**config.mk**
```make
export PLATFORM = sky130hd
export DESIGN_NAME = cpu_sequencer
export DESIGN_NICKNAME = d
export VERILOG_FILES = /design/src/rtl/cpu_sequencer.sv
export SDC_FILE = /design/constraint.sdc
export NUM_CORES = 1
export LEC_CHECK = 0
export ABC_AREA = 1
export ABC_CLOCK_PERIOD_IN_PS = 1810
export CAP_MARGIN = 0
export CORE_MARGIN = 4
export CORE_UTILIZATION = 41
export DETAILED_ROUTE_END_ITERATION = 8
export HOLD_SLACK_MARGIN = 0.12
export PLACE_DENSITY = 0.82
export SETUP_SLACK_MARGIN = 0.15
export SYNTH_ARGS = -nofsm -noshare
export SYNTH_HDL_FRONTEND = slang
export SYNTH_SLANG_ARGS = --single-unit
```
**constraint.sdc**
```tcl
create_clock -name clk -period 1.81 [get_ports clk]
set_input_delay 0.4525 -clock clk [delete_from_list [all_inputs] [get_ports clk]]
set_output_delay 0.4525 -clock clk [all_outputs]
set_load 0.01 [all_outputs]
```
**src/rtl/cpu_sequencer.sv**
```systemverilog
`default_nettype none
// ============================================================================
// Module      : cpu_sequencer
// Description : Multi-cycle fetch/decode/execute controller for the 8-bit
//               accumulator machine. Owns PC, ACC and IR, drives the external
//               ALU and talks to 1-cycle synchronous instruction/data memories.
// Revision    : 1.0 - initial release
// ============================================================================
module cpu_sequencer #(
  parameter logic [7:0] RESET_PC   = 8'h00,
  parameter logic       AUTO_START = 1'b0
) (
  input  logic       clk,
  input  logic       rst_n,
  input  logic       start,
  output logic [7:0] imem_addr,
  input  logic [7:0] imem_data,
  output logic [4:0] dmem_addr,
  input  logic [7:0] dmem_rdata,
  output logic [7:0] dmem_wdata,
  output logic       dmem_we,
  output logic [7:0] alu_acc,
  output logic [7:0] alu_b,
  output logic [1:0] alu_ctrl,
  output logic [7:0] alu_pc,
  input  logic [7:0] alu_result,
  output logic [7:0] acc_out,
  output logic [7:0] pc_out,
  output logic       busy,
  output logic       halted
);

  typedef enum logic [2:0] {
    S_IDLE   = 3'd0,
    S_FETCH  = 3'd1,
    S_DECODE = 3'd2,
    S_MEMRD  = 3'd3,
    S_EXEC   = 3'd4,
    S_HALTED = 3'd5
  } state_t;

  localparam logic [2:0] c_OP_ADD   = 3'b000;
  localparam logic [2:0] c_OP_NAND  = 3'b001;
  localparam logic [2:0] c_OP_BZ    = 3'b010;
  localparam logic [2:0] c_OP_SLT   = 3'b011;
  localparam logic [2:0] c_OP_LOAD  = 3'b100;
  localparam logic [2:0] c_OP_STORE = 3'b101;
  localparam logic [2:0] c_OP_LDI   = 3'b110;
  localparam logic [2:0] c_OP_HALT  = 3'b111;

  state_t     r_state, w_state_nxt;
  logic [7:0] r_pc, w_pc_nxt;
  logic [7:0] r_acc, w_acc_nxt;
  logic [7:0] r_ir, w_ir_nxt;
  logic [2:0] w_op;
  logic [2:0] w_dec_op;
  logic [7:0] w_arg;

  assign w_op     = r_ir[7:5];
  assign w_dec_op = imem_data[7:5];
  assign w_arg    = {3'b000, r_ir[4:0]};

  // Architectural registers and FSM state; reset wins over any in-flight instruction
  always_ff @(posedge clk) begin
    if (!rst_n) begin
      r_state <= S_IDLE;
      r_pc    <= RESET_PC;
      r_acc   <= 8'h00;
      r_ir    <= 8'h00;
    end else begin
      r_state <= w_state_nxt;
      r_pc    <= w_pc_nxt;
      r_acc   <= w_acc_nxt;
      r_ir    <= w_ir_nxt;
    end
  end

  // Next-state, register updates and memory/ALU strobes for the current state
  always_comb begin
    w_state_nxt = r_state;
    w_pc_nxt    = r_pc;
    w_acc_nxt   = r_acc;
    w_ir_nxt    = r_ir;
    dmem_addr   = r_ir[4:0];
    dmem_we     = 1'b0;
    alu_b       = 8'h00;
    alu_ctrl    = 2'b00;

    case (r_state)
      S_IDLE: begin
        if (start || AUTO_START) begin
          w_state_nxt = S_FETCH;
        end
      end

      S_FETCH: begin
        w_state_nxt = S_DECODE;
      end

      S_DECODE: begin
        // Issue the data read straight from the fetched word so it lands by EXEC
        w_ir_nxt  = imem_data;
        dmem_addr = imem_data[4:0];
        case (w_dec_op)
          c_OP_ADD, c_OP_NAND, c_OP_SLT, c_OP_LOAD: w_state_nxt = S_MEMRD;
          c_OP_HALT:                                w_state_nxt = S_HALTED;
          default:                                  w_state_nxt = S_EXEC;
        endcase
      end

      S_MEMRD: begin
        w_state_nxt = S_EXEC;
      end

      S_EXEC: begin
        w_state_nxt = S_FETCH;
        w_pc_nxt    = r_pc + 8'd1;
        case (w_op)
          c_OP_ADD, c_OP_NAND, c_OP_SLT: begin
            alu_b     = dmem_rdata;
            alu_ctrl  = w_op[1:0];
            w_acc_nxt = alu_result;
          end
          c_OP_BZ: begin
            // The ALU resolves the branch target (PC+1 or arg)
            alu_b    = w_arg;
            alu_ctrl = w_op[1:0];
            w_pc_nxt = alu_result;
          end
          c_OP_LOAD:  w_acc_nxt = dmem_rdata;
          c_OP_STORE: dmem_we   = 1'b1;
          c_OP_LDI:   w_acc_nxt = w_arg;
          default:    w_acc_nxt = r_acc;
        endcase
      end

      S_HALTED: begin
        w_state_nxt = S_HALTED;
      end

      default: begin
        w_state_nxt = S_IDLE;
      end
    endcase
  end

  assign imem_addr  = r_pc;
  assign dmem_wdata = r_acc;
  assign alu_acc    = r_acc;
  assign alu_pc     = r_pc;
  assign acc_out    = r_acc;
  assign pc_out     = r_pc;
  assign busy       = (r_state != S_IDLE) && (r_state != S_HALTED);
  assign halted     = (r_state == S_HALTED);

endmodule
`default_nettype wire
```
### Yosys cells after proc, flatten, opt, wreduce, memory -nomap -nowiden

Index checks and enable logic that the tools add are counted.

* output and inout bits: 66
* bits in registers: 27
* word-level logic and storage cells: 44
* input bits: 27

* reduce and logical (&&, ||, !) cells: 10
* multiplexer cells: 12
* $add $sub $neg: 1
* equal/unequal tests: 17

Operator list (number)
* 8-bit case mux with 3 select lines: 1
* 3-bit equality test, second input constant: 7
* 3-bit case mux with 6 select lines: 1
* 8-bit two-way mux: 2
* 8-bit case mux with 2 select lines: 1
* 3-bit by 2-bit equality test with 1-bit output, second input constant: 5
* 3-bit by 1-bit equality test with 1-bit output, second input constant: 3
* 3-bit logical NOT: 3
* 8-bit by 1-bit adder with 8-bit output, second input constant: 1
* 4-bit OR reduction: 2
* 3-bit case mux with 2 select lines: 1
* 3-bit nonzero test: 2
* 5-bit two-way mux: 1
* 2-bit two-way mux: 2
* 3-bit two-way mux: 1
* 3-bit inequality test, second input constant: 1
* 3-bit OR reduction: 1
* 1-bit two-way mux: 2
* 2-bit inequality test, second input constant: 1
* 2-bit AND reduction: 1
* 1-bit logical AND: 1

### Longest topological paths before layout

* depth after elaboration: 4
* mapped depth: 9
* depth with buffers taken out: 7

### Worst setup path before layout

OpenSTA, ideal clock, no wires.

* path kind: register to output
* start point: register r_state[0]
* end point: output port dmem_we
* slack: 0.208 ns
* data required time: 1.357 ns
* buffers on the path: 1
* data arrival time: 1.149 ns
* stages on the path, launching flop included: 5
* cells stage by stage: dfxtp_1 nor2_4 nand2_2 buf_4 nor4_1

* longest elaborated chain between the ends: 2

RTL lines
* start: declaration: RTL line 51 `state_t r_state, w_state_nxt;`
* start signal: assignment: RTL line 71 `r_state <= w_state_nxt;`
* 3-bit equality test: RTL line 89 `case (r_state)`
* 1-bit two-way mux: RTL line 89
* end: declaration: RTL line 21 `output logic dmem_we,`

No other way between the ends.

### Worst setup path in the final report

* start point: register r_state[1]
* end point: output port alu_ctrl[1]

* longest elaborated chain between the ends: 2

RTL lines
* 3-bit equality test: RTL line 89
* 2-bit two-way mux: RTL line 89
* end: declaration: RTL line 24 `output logic [1:0] alu_ctrl,`

No other way between the ends.

==> flow_summary.toml <==
[floorplan]
coreArea_mm2 = 0.00438
die_y_um = 75.5
die_w_um = 75.5
start_util_pct = 42.6
ios = 93
dieArea_mm2 = 0.00570
rows = 24

[sta]
fmax_mhz = 558
fin_ws_ps = 18.1
finalClockSkew_ps = 5.97
period_minus_slack_ps = 1790
slew_violations = 0
setup_violations = 0
slew-limit-headroom_pct = 59.3
finalHoldViolations = 0
rsz0062_at_grt = "true"
fin_tns_setup_ps = 0
period_share_pct = 99.0
worstMarginPinSlew_ps = 610
holdWs_ps = 499

[worst_setup_path]
crit_type = "reg -> out"
rrSetupSlack_ps = 280
worstPathArrival_ps = 1340
cp_max_fo = 4
path_buf_inv = 3
critPathCaptureType = "primary output"
worst-r2r-cell-count = 8
cp_top_family = "flip-flops"
cp_slowest_stage_delay_ps = 380
critPathLaunchType = "flip-flop"
slowest_stage = "dfxtp_4"
worstPathCellList = "nor2_4, nand2_4, buf_6, buf_6, nor2_2, buf_2"
cp.required_ps = 1360
path_depth = 6
crit_top_cell = "buf_6"

[synth]
synth_xor_area_share_pct = 0
netlist_instances = 289
syn_nets = 317
netlist_area_mm2 = 0.00187
synth_top_family_by_area = "simple AND/OR/NAND/NOR gates"
yosys_warnings = 0
seq_area_frac_synth_pct = 29.0
ys_types = 26
synth_compound_area_share_pct = 18.8
synthAdderAreaFrac_pct = 0.670
synthSimpleGateAreaFrac_pct = 28.0
synth_mux_area_share_pct = 0
syn_area_per_cell_um2 = 6.46
ys_seq_elements = 27

[route]
routed_wl_um = 6030
routed_via_density = 4.99
drt_first_iter_violations = 147
drt_pass1_iterations = 4
vias = 2210
drc = 0
antenna_left = 0
post_drt_wl_per_cell_um = 13.6

[clock_tree]
clk_latency_ps = 280
cts_max_level = 1
cts_tree = "yes"
cts-root-buf = "clkbuf_8"
numCtsBuffers = 3
ctsHoldBuffers = 0
clock_path_buffers = 2
clock_sinks = 27
path_clk_slew_ps = 90

[layout]
final_core_util_pct = 69.8
diodes = 0
layout.area.seq_um2 = 564
layout-drive-gt1-share_pct = 31.7
n_fill_cell = 365
area_growth_pct = 64.0
num-nets-final = 420
multi_input_area_mm2 = 0.00101
stdcell_count = 443
postLayoutCellArea_mm2 = 0.00306

[placed_design]
pre_cts_ws_ps = -366
gp_congestion = 0.839
dpl_cell_area_mm2 = 0.00280
dp.cells = 425
io_buffer_count = 92
dp_hpwl_um = 4310

[grt]
track_usage_pct = 20.8
first_global_vias = 2111
grt_max_degree = 16
grt_pass1_wl_um = 9250
grt_antenna_before_repair = 0
grt_overflow = 0

[hold_path]
whs_path_depth = 2
min_path_type = "reg -> reg"

[pwr]
pwr-share-clk_pct = 19.4
power_density_mw_per_mm2 = 594
finalPower_mw = 1.82
vdd_drop_max_mv = 0.366
pwr-share-comb_pct = 42.6
intPower_mw = 1.17
p_sw_share_pct = 35.8
power_leakage_nw = 1.80
p_seq_share_pct = 38.0
power.switching_mw = 0.652

[run_status]
status = "finished clean"

[job]
maxCapViolations = 0
[timing repair]
| item | CTS | global route |
|---|---|---|
| pin swaps | 6 | 1 |
| gates resized for setup | 150 | 40 |
| gates cloned | 0 | 0 |
| setup endpoints to repair | 62 | 34 |
| buffers inserted | 6 | 8 |
[final cells by class]
type / instances / share of cell area, %
clock buffers: 3 / 1.35
clock inverters: 1 / 0.163
inverters: 41 / 5.60
multi-input cells: 182 / 33.0
flip-flops and latches: 27 / 18.4
well taps: 52 / 2.13
repair buffers: 137 / 39.4
[path summary, 6_finish.rpt]
| check | end | startpoint |
|---|---|---|
| max | alu_ctrl[1] | r_state[1]$_SDFFE_PN0P_ |
| min | alu_pc[7]$_SDFFE_PN0P_ | alu_pc[7]$_SDFFE_PN0P_ |
| max reg2reg | acc_out[6]$_SDFFE_PN0P_ | r_state[1]$_SDFFE_PN0P_ |
| min reg2reg | alu_pc[7]$_SDFFE_PN0P_ | alu_pc[7]$_SDFFE_PN0P_ |
[worst register-to-register path, delay by kind of cell (launching register included)]
family / cells / cell delay [ps]
buf+inv: 3 / 410
flops: 1 / 380
compound gates: 1 / 250
simple gates: 4 / 410
[flip-flops by register name (all words and copies together), names as in the netlist]
register and count:
acc_out 8, alu_pc 8, r_ir 8, r_state 3
[layout by cell type, fill, tap and decap left out]
master | Yosys | routed
o22ai_1 | 3 | 3
a21oi_4 | 1 | 1
dlymetal6s2s_1 | 0 | 18
o211ai_1 | 2 | 2
nor2_2 | 0 | 1
clkbuf_8 | 0 | 3
a21oi_2 | 1 | 9
ha_1 | 1 | 1
dfxtp_1 | 27 | 14
inv_6 | 0 | 1
inv_1 | 34 | 28
buf_8 | 0 | 1
nor2_1 | 31 | 28
dfxtp_2 | 0 | 10
o21ai_0 | 18 | 18
dlygate4sd2_1 | 0 | 33
nand2_1 | 63 | 58
nand3_1 | 21 | 21
nand2_2 | 1 | 2
nor2_4 | 1 | 3
a21oi_1 | 27 | 19
nand2_4 | 0 | 3
o21ai_1 | 1 | 1
nor3_2 | 0 | 1
nand3_2 | 1 | 1
inv_2 | 6 | 7
buf_6 | 0 | 6
dfxtp_4 | 0 | 3
clkinv_2 | 0 | 1
nor3_4 | 1 | 3
inv_4 | 1 | 5
nor4_2 | 0 | 1
buf_2 | 1 | 17
clkdlybuf4s50_1 | 0 | 23
buf_4 | 36 | 39
nand2_8 | 0 | 1
a211oi_2 | 5 | 5
[power by group through the flow]
stage	clock network [mW]	logic [mW]	registers [mW]
6_report	0.353	0.775	0.691
4_1_cts	0.351	0.703	0.689
3_5_place_dp	0	0.702	0.701
2_1_floorplan	0	0.355	0.699
3_3_place_gp	0	0.693	0.697
5_1_grt	0.378	0.847	0.697
[synthesized netlist by cell type]
cell	number	area, um2
nand2_1	63	236
buf_4	36	270
inv_1	34	128
nor2_1	31	116
a21oi_1	27	135
dfxtp_1	27	541
nand3_1	21	105
o21ai_0	18	90.1
inv_2	6	22.5
a211oi_2	5	62.6
nor3_1	3	15.0
o22ai_1	3	18.8
o211ai_1	2	15.0
a21oi_2	1	8.76
a21oi_4	1	16.3
buf_1	1	3.75
buf_2	1	5.00
clkbuf_1	1	3.75
ha_1	1	12.5
inv_4	1	6.26
nand2_2	1	6.26
nand3_2	1	10.0
nor2_4	1	11.3
nor3_4	1	16.3
nor4_1	1	6.26
o21ai_1	1	5.00
[per-layer routing]
metal	global-route usage, %	routed length, um
met1	24.5	2380
met2	37.6	3160
met3	3.30	384
met4	8.16	100
met5	0	0
[cells by family (layout without fill, tap and decap cells)]
family          count (synthesis)  after routing
simple gates                  123            123
buf+inv                        80            182
flops                          27             27
fa+ha+maj                       1              1
compound gates                 58             58
Power figures use the tool's default switching activity.
